===== config.mk =====
export PLATFORM = sky130hd
export DESIGN_NAME = keypad_scanner_flat
export DESIGN_NICKNAME = d
export VERILOG_FILES = /design/src/rtl/keypad_scanner_if.sv /design/src/rtl/keypad_scanner.sv /design/src/flat_wrapper.sv
export SDC_FILE = /design/constraint.sdc
export NUM_CORES = 1
export LEC_CHECK = 0
export CORE_MARGIN = 5
export CORE_UTILIZATION = 50
export CTS_CLUSTER_DIAMETER = 30
export DETAILED_ROUTE_END_ITERATION = 7
export GPL_ROUTABILITY_DRIVEN = 0
export PLACE_DENSITY = 0.68
export SLEW_MARGIN = 40
export SYNTH_ARGS = -nofsm -noshare
export SYNTH_HDL_FRONTEND = slang
export SYNTH_SLANG_ARGS = --single-unit

===== constraint.sdc =====
create_clock -name clk -period 10.9 [get_ports clk]
set_clock_uncertainty 0.15 [all_clocks]
set_input_delay 2.725 -clock clk [delete_from_list [all_inputs] [get_ports clk]]
set_output_delay 2.725 -clock clk [all_outputs]
set_load 0.02 [all_outputs]

===== src/rtl/keypad_scanner_if.sv =====
// Pin and key-event bundle for keypad_scanner.
// master = scanner side, slave = keypad pins and code-entry consumer side.
interface keypad_scanner_if;
  logic [3:0] row;
  logic [3:0] col;
  logic       key_valid;
  logic [3:0] key_code;
  logic       key_held;

  modport master (
    output row,
    output key_valid,
    output key_code,
    output key_held,
    input  col
  );

  modport slave (
    input  row,
    input  key_valid,
    input  key_code,
    input  key_held,
    output col
  );
endinterface


===== src/rtl/keypad_scanner.sv =====
// 4x4 active-low matrix keypad scanner with whole-frame debounce.
// One key_valid pulse per accepted press; key_held stays high until the release is accepted.
module keypad_scanner #(
  parameter int ROW_DWELL       = 125_000,
  parameter int DEBOUNCE_FRAMES = 3
) (
  input  logic             clk,
  input  logic             rst,
  keypad_scanner_if.master kp
);

  localparam int            DW         = (ROW_DWELL > 1) ? $clog2(ROW_DWELL) : 1;
  localparam logic [DW-1:0] DWELL_LAST = DW'(ROW_DWELL - 1);
  localparam logic [3:0]    DEB_LIMIT  = 4'(DEBOUNCE_FRAMES);

  typedef enum logic {SEARCH, HELD} state_t;

  logic [3:0]    r_colMeta;
  logic [3:0]    r_colSync;
  logic [DW-1:0] r_dwellCnt;
  logic [1:0]    r_rowIdx;
  logic [3:0]    r_row;
  logic [1:0]    r_frameLow;
  logic [3:0]    r_frameCode;

  state_t        r_state;
  logic [3:0]    r_cnt;
  logic [3:0]    r_relCnt;
  logic [3:0]    r_candidate;
  logic [3:0]    r_keyCode;
  logic          r_keyValid;
  logic          r_keyHeld;

  logic          w_sample;
  logic          w_frameEnd;
  logic [2:0]    w_rowLowCnt;
  logic [1:0]    w_rowCol;
  logic [2:0]    w_frameSum;
  logic [1:0]    w_frameLowNext;
  logic [3:0]    w_frameCodeNext;
  logic          w_frameSingle;

  state_t        w_stateNext;
  logic [3:0]    w_cntNext;
  logic [3:0]    w_relCntNext;
  logic [3:0]    w_candidateNext;
  logic [3:0]    w_keyCodeNext;
  logic          w_keyValidNext;
  logic          w_keyHeldNext;

  assign w_sample   = (r_dwellCnt == DWELL_LAST);
  assign w_frameEnd = w_sample && (r_rowIdx == 2'd3);

  // Low-bit count saturates at 2 so one register distinguishes NONE / SINGLE / MULTI.
  always_comb begin
    w_rowLowCnt = 3'd0;
    w_rowCol    = 2'd0;
    for (int c = 0; c < 4; c++) begin
      if (!r_colSync[c]) begin
        w_rowLowCnt = w_rowLowCnt + 3'd1;
        w_rowCol    = 2'(c);
      end
    end
    w_frameSum      = {1'b0, ((r_rowIdx == 2'd0) ? 2'd0 : r_frameLow)} + w_rowLowCnt;
    w_frameLowNext  = (w_frameSum >= 3'd2) ? 2'd2 : w_frameSum[1:0];
    w_frameCodeNext = (w_rowLowCnt == 3'd1) ? {r_rowIdx, w_rowCol} : r_frameCode;
    w_frameSingle   = (w_frameLowNext == 2'd1);
  end

  always_ff @(posedge clk or negedge rst) begin
    if (!rst) begin
      r_colMeta   <= 4'hF;
      r_colSync   <= 4'hF;
      r_dwellCnt  <= '0;
      r_rowIdx    <= 2'd0;
      r_row       <= 4'b1110;
      r_frameLow  <= 2'd0;
      r_frameCode <= 4'd0;
    end else begin
      r_colMeta <= kp.col;
      r_colSync <= r_colMeta;
      if (w_sample) begin
        r_dwellCnt  <= '0;
        r_rowIdx    <= r_rowIdx + 2'd1;
        r_row       <= {r_row[2:0], r_row[3]};
        r_frameLow  <= w_frameLowNext;
        r_frameCode <= w_frameCodeNext;
      end else begin
        r_dwellCnt <= r_dwellCnt + DW'(1);
      end
    end
  end

  always_ff @(posedge clk or negedge rst) begin
    if (!rst) begin
      r_state     <= SEARCH;
      r_cnt       <= 4'd0;
      r_relCnt    <= 4'd0;
      r_candidate <= 4'd0;
      r_keyCode   <= 4'd0;
      r_keyValid  <= 1'b0;
      r_keyHeld   <= 1'b0;
    end else begin
      r_state     <= w_stateNext;
      r_cnt       <= w_cntNext;
      r_relCnt    <= w_relCntNext;
      r_candidate <= w_candidateNext;
      r_keyCode   <= w_keyCodeNext;
      r_keyValid  <= w_keyValidNext;
      r_keyHeld   <= w_keyHeldNext;
    end
  end

  // Press and release are both accepted only after DEBOUNCE_FRAMES qualifying frames.
  always_comb begin
    w_stateNext     = r_state;
    w_cntNext       = r_cnt;
    w_relCntNext    = r_relCnt;
    w_candidateNext = r_candidate;
    w_keyCodeNext   = r_keyCode;
    w_keyValidNext  = 1'b0;
    w_keyHeldNext   = r_keyHeld;
    if (w_frameEnd) begin
      case (r_state)
        SEARCH: begin
          if (w_frameSingle) begin
            if ((w_frameCodeNext == r_candidate) && (r_cnt != 4'd0)) begin
              if (r_cnt < DEB_LIMIT) w_cntNext = r_cnt + 4'd1;
            end else begin
              w_candidateNext = w_frameCodeNext;
              w_cntNext       = 4'd1;
            end
          end else begin
            w_cntNext = 4'd0;
          end
          if (w_cntNext == DEB_LIMIT) begin
            w_keyValidNext = 1'b1;
            w_keyCodeNext  = w_candidateNext;
            w_keyHeldNext  = 1'b1;
            w_relCntNext   = 4'd0;
            w_stateNext    = HELD;
          end
        end
        HELD: begin
          if (w_frameSingle && (w_frameCodeNext == r_keyCode)) begin
            w_relCntNext = 4'd0;
          end else if (r_relCnt < DEB_LIMIT) begin
            w_relCntNext = r_relCnt + 4'd1;
          end
          if (w_relCntNext == DEB_LIMIT) begin
            w_keyHeldNext = 1'b0;
            w_cntNext     = 4'd0;
            w_stateNext   = SEARCH;
          end
        end
        default: w_stateNext = SEARCH;
      endcase
    end
  end

  assign kp.row       = r_row;
  assign kp.key_valid = r_keyValid;
  assign kp.key_code  = r_keyCode;
  assign kp.key_held  = r_keyHeld;

endmodule


===== src/flat_wrapper.sv =====
// flat-port wrapper written by rule: the top's interface ports become plain ports
module keypad_scanner_flat 
#(
  parameter int ROW_DWELL       = 125_000,
  parameter int DEBOUNCE_FRAMES = 3
)
  (clk, rst, kp_row, kp_key_valid, kp_key_code, kp_key_held, kp_col);
  keypad_scanner_if kp_i ();
  input  logic clk;
  input  logic rst;
  output wire logic [$bits(kp_i.row)-1:0] kp_row;
  output wire logic [$bits(kp_i.key_valid)-1:0] kp_key_valid;
  output wire logic [$bits(kp_i.key_code)-1:0] kp_key_code;
  output wire logic [$bits(kp_i.key_held)-1:0] kp_key_held;
  input wire logic [$bits(kp_i.col)-1:0] kp_col;
  assign kp_row = kp_i.row;
  assign kp_key_valid = kp_i.key_valid;
  assign kp_key_code = kp_i.key_code;
  assign kp_key_held = kp_i.key_held;
  assign kp_i.col = kp_col;
  keypad_scanner #(.ROW_DWELL(ROW_DWELL), .DEBOUNCE_FRAMES(DEBOUNCE_FRAMES)) u_core (.clk(clk), .rst(rst), .kp(kp_i));
endmodule

Yosys cells after proc, flatten, opt, wreduce, memory -nomap -nowiden. Index checks and enable logic that the tools add are counted.

Memories kept: 0. Register bits: 56. Logic and storage cells: 80. RAM bits: 0. Output and inout bits: 10. Bits of input ports: 6. Latch bits: 0. ROM bits: 0.

Order comparisons: 3. Shift operators: 0. $add $sub $neg: 8. Multiplexer cells: 34. Eq/ne operators: 10. Div/mod/pow operators: 0. Reduce and logical (&&, ||, !) cells: 10. Multiply operators: 0. Bitwise gates (word level): 1.

Operator list (count): $mux W4 (14); $add A17 B1 Y17 const B (1); $eq A17 B17 Y1 const B (1); $mux W17 (1); $pmux W4 S2 (2); $mux W3 (3); $add A4 B1 Y4 const B (2); $eq A4 B2 Y1 const B (2); $eq A4 B4 Y1 (2); $lt A4 B2 Y1 const B (2); $mux W1 (8); $mux W2 (4); $add A3 B1 Y3 const B (2); $reduce_and A2 Y1 (3); $reduce_and A3 Y1 (2); $pmux W1 S2 (2); $reduce_bool A4 Y1 (1); $add A2 B3 Y3 (1); $eq A3 B1 Y1 const B (1); $ge A3 B2 Y1 const B (1); $logic_and A1 B1 Y1 (3); $add A1 B1 Y2 const B (1); $add A2 B1 Y2 const B (1); $eq A2 B1 Y1 const B (1); other kinds (5) (5).

Logic depth before layout (Yosys ltp).
Depth after elaboration: 19. Gate-level depth with buffers: 15. Depth with buffers taken out: 15.

Least setup slack after synthesis. No wires, ideal clock.

Kind: register to register. Start: register u_core.r_colSync[0]. End: register u_core.r_keyCode[1] (netlist: u_core.kp.key_code[1]). Setup slack: 6883 ps. Arrival: 3742 ps. Data required time: 10625 ps. Buffers on the path: 1. Stages on the path, launching flop included: 15. Period minus slack after synthesis: 4017 ps. Setup time: 125 ps. Path through: dfstp_2 -> inv_1 -> ha_1 -> buf_12 -> xnor2_4 -> ha_1 -> nor2_4 -> a31oi_4 -> inv_1 -> fa_1 -> xnor3_1 -> nand3_2 -> nor4_2 -> nand4_4 -> mux2_4.

Word-level cells in the longest chain between the ends: 17. Elaborated cells on any way between the ends: 23. Those cells by class: add/sub: 4; order compare: 1; eq/ne: 4; mux: 12; reduce/logical: 2.

Ends and longest elaborated chain: start, declared (RTL line keypad_scanner.sv:19) `logic [3:0] r_colSync;`; start signal, assigned (RTL line keypad_scanner.sv:81) `r_colSync <= r_colMeta;`; $mux W1 * (RTL line keypad_scanner.sv:59) `if (!r_colSync[c]) begin`; $add A1 B1 Y2 (RTL line keypad_scanner.sv:60) `w_rowLowCnt = w_rowLowCnt + 3'd1;`; $mux W3 * (RTL line keypad_scanner.sv:59); $add A3 B1 Y3 (RTL line keypad_scanner.sv:60); $mux W3 * (RTL line keypad_scanner.sv:59); $add A3 B1 Y3 (RTL line keypad_scanner.sv:60); $mux W3 * (RTL line keypad_scanner.sv:59); branches (longest 10 deep; another with $add A2 B3 Y3); end signal, assigned (RTL line keypad_scanner.sv:108) `r_keyCode <= w_keyCodeNext;`; end, declared (RTL line keypad_scanner.sv:30) `logic [3:0] r_keyCode;`.

Every way passes the cells marked *. The select of a mux whose other input is x is not followed. A chain may end at the register's enable or synchronous reset.

Worst setup path in the final report.
Start: register u_core.r_colSync[1]. End: register u_core.r_keyCode[1] (netlist: u_core.kp.key_code[1]).

Word-level cells in the longest chain between the ends: 15. Elaborated cells on any way between the ends: 24. Those cells by class: add/sub: 3; order compare: 1; eq/ne: 4; mux: 14; reduce/logical: 2.

Ends and longest elaborated chain: branches (longest 15 deep; another with $add A3 B1 Y3).

Parallel ways; which one is timed is not known. The select of a mux whose other input is x is not followed.

==> reports/results.env <==
TRITONCTS_CLOCK_TREE='built'
DRT-VIAS-PER-INSTANCE=5.47
SYNTHXORXNORAREAFRAC=0.0881
FINAL_NET_COUNT=315
SETUP_TNS_NS=0
RATIO_OF_CELLS_WITH_DRIVE_ABOVE_1_IN_THE_FINAL_LAYOUT=0.201
DETAIL_ROUTE.FIRST_PASS.ITERATIONS=6
HPWLAFTERDP_UM=3860
SYNTH_COMPOUND_GATE_AREA_SHARE=0.122
CRITPATHMAXFANOUT=9
POST-CTS-SETUP-BUFFERS=0
TOTALPOWERFINAL_mW=0.386
MAX-SLEW-MARGIN-REL=0.502
FINAL-MAX-SLEW-VIOLATION-COUNT=0
GRT_PASS1_VIAS=2089
DIE-WIDTH_UM=89.6
SYNTH-SEQ-CELLS=56
MOST-COMMON-LAYOUT-CELLS='45 x dfrtp_1, 21 x nand2_1, 17 x nor2_1'
SYNTHESIS.NETS=298
SINK_COUNT_OF_THE_CLOCK_TREE=56
CTSRESIZECOUNT=0
GROUTE.USAGE.OVERALL=0.148
MAPPEDNETLISTAREA_MM2=0.00317
TIMING.FINAL.CRIT_SHARE=0.402
CRITPATHCAPTURETYPE='flop'
MAX_CAP_VIOL_COUNT=0
SETUP_VIOL_COUNT_FINAL=0
LAYOUT_COMMONEST_CELL='dfrtp_1'
POST_SYNTHESIS_MEAN_INSTANCE_AREA_UM2=11.3
YS_SEQ_AREA_FRAC=0.447
FIN_UTIL=0.558
GRT_PASS1_WL_UM=9450
FINAL_HOLD_VIOL_COUNT=0
PLACED_CELL_AREA_MM2=0.00335
VIAS=2055
INSERTION_DELAY_NS=0.31
ROUTED_WL_UM=5370
SYNTHADDERAREAFRAC=0.0458
ACHIEVABLE-FREQUENCY_MHz=228
POWER_LEAKAGE_nW=1.57
CLOCK-ROOT-BUFFER='clkbuf_8'
SYNTH-WARNING-COUNT=0
MUXSHAREOFSYNTHAREA=0.0328
SYNTH_CELL_TYPES=69
PLACEABLECOREAREA_MM2=0.00624
WORST_SETUP_PATH_START_KIND='flop'
DRT.ANTENNA.VIOLATING_NETS=0
FIN_CRIT_NS=4.38
CRITICAL_PATH_CLASS='reg -> reg'
POSTSYNTH.TOPFLOPCELL='dfrtp_1'
SYNTHESIS.INSTANCES=281
GLOBALROUTE.TOTALOVERFLOW=0
FILLER_INSTANCES=548
POST-ROUTE-DRC-COUNT=0
STDCELL_COUNT=376
FLOORPLAN.INITIALDENSITY=0.508
WORST-ENDPOINT-ARRIVAL_NS=4.43
ROWS=29
HOLD_BUFFERS=0
DPL.CELL_COUNT=367
TIGHTESTPINTRANSITION_NS=0.743
SYNTH_TOP_FAMILY_BY_AREA='simple AND/OR/NAND/NOR gates'
CTS_HTREE_LEVELS=2
CLK_PIN_SLEW_NS=0.10
AREAGROWTHSYNTHTOFINISH_PCT=9.87
WIRELENGTH_PER_CELL_UM=14.3
TRITONCTS.NUM_BUFFERS=5
PORTBUFFERS=15
SYNTH-SIMPLE-AREA-SHARE=0.221
VDD_DROP_MAX_uV=54.8
CRITPATHREQUIREDTIME_NS=10.95
DRT_FIRST_ITER_VIOLATIONS=93
DESIGN.DIE.AREA_MM2=0.00803
NUM_IO_PINS=16
RUN_STATUS='completed'
CLOCK_TREE.BUFFER_DEPTH=2
YS_ASYNC_SR_FRACTION=1.00
WORST_HOLD_PATH_CLASS='reg -> reg'
NUM_ANTENNA_CELLS=0
DESIGN_AREA_MM2=0.00348
GRT_SETUP_UNREPAIRED='no'
GRT_START_MAX_NET_PINS=57
SYNTH_EDF_COUNT=0
NUMBER_OF_ANTENNA_VIOLATIONS_AT_THE_FIRST_CHECK_IN_GLOBAL_ROUTING=0
FP.DIEH_UM=89.6
POWER.DENSITY_mW_PER_MM2=111
worst max-delay path, stage by stage, from the launching register on:
cell and delay [ns]:
dfstp_2 0.54, inv_1 0.05, ha_1 0.55, xnor2_4 0.14, ha_1 0.34, nor2_4 0.05, a31oi_4 0.23, inv_1 0.13
fa_1 0.40, xnor3_1 0.41, nand3_2 0.17, nor4_2 0.51, nand4_4 0.24, mux2_4 0.35
path summary, 6_finish.rpt:
| kind | startpoint | slack (ns) | cells after the start | endpoint |
|---|---|---|---|---|
| setup / recovery | u_core.r_colSync[1] | 6.52 | 13 | u_core.kp.key_code[1] |
| hold / removal | u_core.r_colMeta[0] | 0.21 | 0 | u_core.r_colSync[0] |
| setup reg to reg | u_core.r_colSync[1] | 6.52 | 13 | u_core.kp.key_code[1] |
| hold reg to reg | u_core.r_colMeta[0] | 0.21 | 0 | u_core.r_colSync[0] |
| max in group asynchronous | rst | 7.85 | 3 | u_core.r_colSync[3] |
| min in group asynchronous | rst | 2.19 | 2 | u_core.r_cnt[1] |
layout make-up:
| type | count | area [µm²] | area share |
|---|---|---|---|
| tap | 77 | 96.3 | 0.0277 |
| timing repair buffer | 18 | 180 | 0.0518 |
| sequential | 56 | 1420 | 0.407 |
| multi-input combinational | 200 | 1610 | 0.464 |
| clock inverter | 2 | 38.8 | 0.0111 |
| inverter | 17 | 63.8 | 0.0183 |
| clock buffer | 6 | 72.6 | 0.0208 |
state kept, by name (all words and copies together), names as in the netlist, 2 cells and up:
name / count
u_core.r_frameLow: 2
u_core.r_candidate: 4
u_core.kp.key_code: 4
u_core.r_dwellCnt: 17
u_core.r_relCnt: 4
u_core.r_cnt: 4
u_core.kp.row: 4
u_core.r_frameCode: 4
u_core.r_colMeta: 4
u_core.r_rowIdx: 2
u_core.r_colSync: 4
logic make-up (layout without fill, tap and decap cells):
kind of cell	Yosys count	in the layout
buf+inv	25	43
flops	56	56
compound gates	50	50
fa+ha+maj	11	11
mux	9	9
simple gates	107	107
xor+xnor	23	23
synth_stat cells (3+ instances only):
cell type | n | share of area
dfstp_2 | 11 | 0.091
dfrtp_1 | 45 | 0.36
and2_1 | 6 | 0.012
nand4b_1 | 4 | 0.011
nand3_1 | 11 | 0.017
a31oi_1 | 6 | 0.012
nand4_1 | 3 | 0.0059
nor2_1 | 17 | 0.020
or3_1 | 3 | 0.0059
nand2b_1 | 3 | 0.0059
inv_1 | 16 | 0.019
xor2_1 | 9 | 0.025
and3_1 | 10 | 0.020
nor3b_1 | 3 | 0.0071
o21ai_0 | 9 | 0.014
a21oi_1 | 9 | 0.014
o21ai_1 | 4 | 0.0063
mux2_2 | 7 | 0.025
ha_1 | 10 | 0.039
xnor2_1 | 9 | 0.025
nand2_1 | 21 | 0.025
clkbuf_1 | 3 | 0.0036
per-layer routing:
metal,vias to the layer above,routed length (µm),track usage
met5,-,0,0
li1,1027,-,-
met1,993,2630,0.206
met4,0,68,0.0487
met3,8,151,0.0219
met2,27,2520,0.237
through the flow:
stage / setup slack, ns / hold WS (ns)
2_1_floorplan: 6.88 / 0.195
3_5_place_dp: 6.51 / 0.197
6_report: 6.52 / 0.209
4_1_cts: 6.49 / 0.211
5_1_grt: 6.30 / 0.216
3_3_place_gp: 6.63 / 0.195
power breakdown:
part / total (mW) / internal, mW / leakage [nW] / switching, mW
logic: 0.0369 / 0.0145 / 0.781 / 0.0223
registers: 0.212 / 0.210 / 0.730 / 0.00201
clock network: 0.137 / 0.0695 / 0.0558 / 0.0672
(Power assumes the default switching activity.)
==> edit (same settings) <==
Take the reset off `r_keyCode` and load it in a clocked block of its own.
--- a/src/rtl/keypad_scanner.sv
+++ b/src/rtl/keypad_scanner.sv
@@ -97,7 +97,6 @@
       r_cnt       <= 4'd0;
       r_relCnt    <= 4'd0;
       r_candidate <= 4'd0;
-      r_keyCode   <= 4'd0;
       r_keyValid  <= 1'b0;
       r_keyHeld   <= 1'b0;
     end else begin
@@ -105,10 +104,13 @@
       r_cnt       <= w_cntNext;
       r_relCnt    <= w_relCntNext;
       r_candidate <= w_candidateNext;
-      r_keyCode   <= w_keyCodeNext;
       r_keyValid  <= w_keyValidNext;
       r_keyHeld   <= w_keyHeldNext;
     end
+  end
+
+  always_ff @(posedge clk) begin
+    r_keyCode <= w_keyCodeNext;
   end
 
   // Press and release are both accepted only after DEBOUNCE_FRAMES qualifying frames.
Check against the original RTL: same outputs for any inputs over 10 cycles, from zero or initial values and one cycle with rst low; that may be too few to reach the edited logic, so the function may still have changed.
==> edit against the unedited design <==
Core utilization grew 1.3 points. Critical path depth is the same. Clock power shrank 11%. Wire length grew 1.5%. Total power shrank 3.9%. First-iteration DRC count grew 13%. Area after synthesis shrank 2.2%. Worst setup slack lost 0.22 ns. Sequential cell count is the same. Cell area shrank 2.4%. Critical endpoint is now u_core.kp.key_code[0]$_DFFE_PP_. Largest cell class unchanged.
==> edit: results (changes against the unedited design) <==
* Parity-gate share of the synthesized area counting xor and xnor cells at 0.0775 (was 0.0881)
* Main area contributors after synthesis: sky130_fd_sc_hd__dfrtp_1, sky130_fd_sc_hd__dfstp_2, sky130_fd_sc_hd__ha_1 (unchanged)
* Starting DRT DRC Count at 105 (was 93)
* Worst reg2reg setup slack at 6.30 ns (was 6.52 ns)
* GRT Overall Usage at 0.158 (was 0.148)
* Slowest cell on the critical path: sky130_fd_sc_hd__dfstp_2 (was sky130_fd_sc_hd__ha_1)
* First-pass GRT wire length at 9670 um (was 9450 um)
* Met2 Usage GRT at 0.244 (was 0.237)
* Share of flip-flops with an asynchronous set or reset at 0.929 (was 1.00)
* Critical path capture point: u_core.kp.key_code[0]$_DFFE_PP_ (was u_core.kp.key_code[1]$_DFFE_PN0P_)
* Slew margin rel. at 0.575 (was 0.502)
* Total length of routed wires at 5450 um (was 5370 um)
* Sequential fraction of the synthesis area at 0.463 (was 0.447)
* Cell leakage power at 1.49 nW (was 1.57 nW)
* Mean Syn Cell Area at 10.9 sq um (was 11.3 sq um)
* Run status: complete, no violations (unchanged)
* Signal arrival time at the worst endpoint at 4.42 ns (was 4.43 ns)
* Met3 wire len at 187 um (was 151 um)
* CP delay by family, top: simple AND/OR/NAND/NOR gates (was adder cells)
* Total met2 wirelength after detailed routing at 2460 um (was 2520 um)
* GR Layer Usage met3 at 0.0335 (was 0.0219)
* Routed met1 length at 2730 um (was 2630 um)
* Worst setup path startpoint: u_core.r_colSync[0]$_DFF_PN1_ (was u_core.r_colSync[1]$_DFF_PN1_)
* Met1 demand-to-capacity share in global routing at 0.226 (was 0.206)
* Placed wire-length estimate at 3910 um (was 3860 um)
* Post-synthesis mux area share at 0.0509 (was 0.0328)
* Ratio of cells with drive above 1 in the final layout at 0.172 (was 0.201)
* Number of different library cells in the post-synthesis netlist at 70 (was 69)
* Max FO, Critical Path at 12 (was 9)
* Post-layout nets at 318 (was 315)
* End point of the worst hold path: u_core.r_colSync[2]$_DFF_PN1_ (was u_core.r_colSync[0]$_DFF_PN1_)
* Via count of the first global-routing pass at 2,042 (was 2,089)
* Post-detailed-placement cell area at 0.00330 sq mm (was 0.00335 sq mm)
* Part of the cycle the worst path needs at 0.422 (was 0.402)
* Total nets after synthesis at 302 (was 298)
* Via-per-instance ratio at 5.42 (was 5.47)
* Number of iterations in the first detailed-routing pass at 4 (was 6)
* Layout filler cell count at 537 (was 548)
* Hold slack final at 0.211 ns (was 0.209 ns)
* Hold Crit Start: u_core.r_colMeta[2]$_DFF_PN1_ (was u_core.r_colMeta[0]$_DFF_PN1_)
* Number of enable flip-flop cells after synthesis at 4 (was 0)
* Largest net degree at the start of global routing at 53 (was 57)
* Maximum resistive drop on vdd at 0.0809 mV (was 0.0548 mV)
* Non-filler instance count after layout at 377 (was 376)
* Pwr per Cell Area at 109 mW/mm^2 (was 111 mW/mm^2)
* Compound-gate portion of the synthesized area at 0.120 (was 0.122)
* Placed cells at 369 (was 367)
* Clock transition time at the flip-flop clock pins of the worst setup and hold paths at 0.10 ns (about the same)
* Post-Synth Adder-Cell Area at 0.0468 (was 0.0458)
[edit: changes by cell type after synthesis, moves of 4 or more]
| cell | delta |
|---|---|
| sky130_fd_sc_hd__nand2_1 | +5 |
| sky130_fd_sc_hd__nor3_1 | +4 |
| sky130_fd_sc_hd__and2_1 | -4 |
| sky130_fd_sc_hd__edfxtp_1 | +4 |
| sky130_fd_sc_hd__o21ai_1 | -4 |
| sky130_fd_sc_hd__dfrtp_1 | -4 |
| sky130_fd_sc_hd__and3_1 | -6 |
[edit: report_power, final]
part	switching (mW)	total [mW]	internal, mW
Sequential	0.00188	0.214	0.212
Clock	0.0695	0.122	0.0522
Combinational	0.0211	0.0349	0.0138
Total	0.0924	0.371	0.278
[edit: layout make-up]
cell class | count | area share
Clock inverter | 2 | 0.00405
Tap cell | 75 | 0.0276
Multi-Input combinational cell | 208 | 0.460
Timing Repair Buffer | 17 | 0.0471
Inverter | 13 | 0.0144
Sequential cell | 56 | 0.422
Clock buffer | 6 | 0.0243
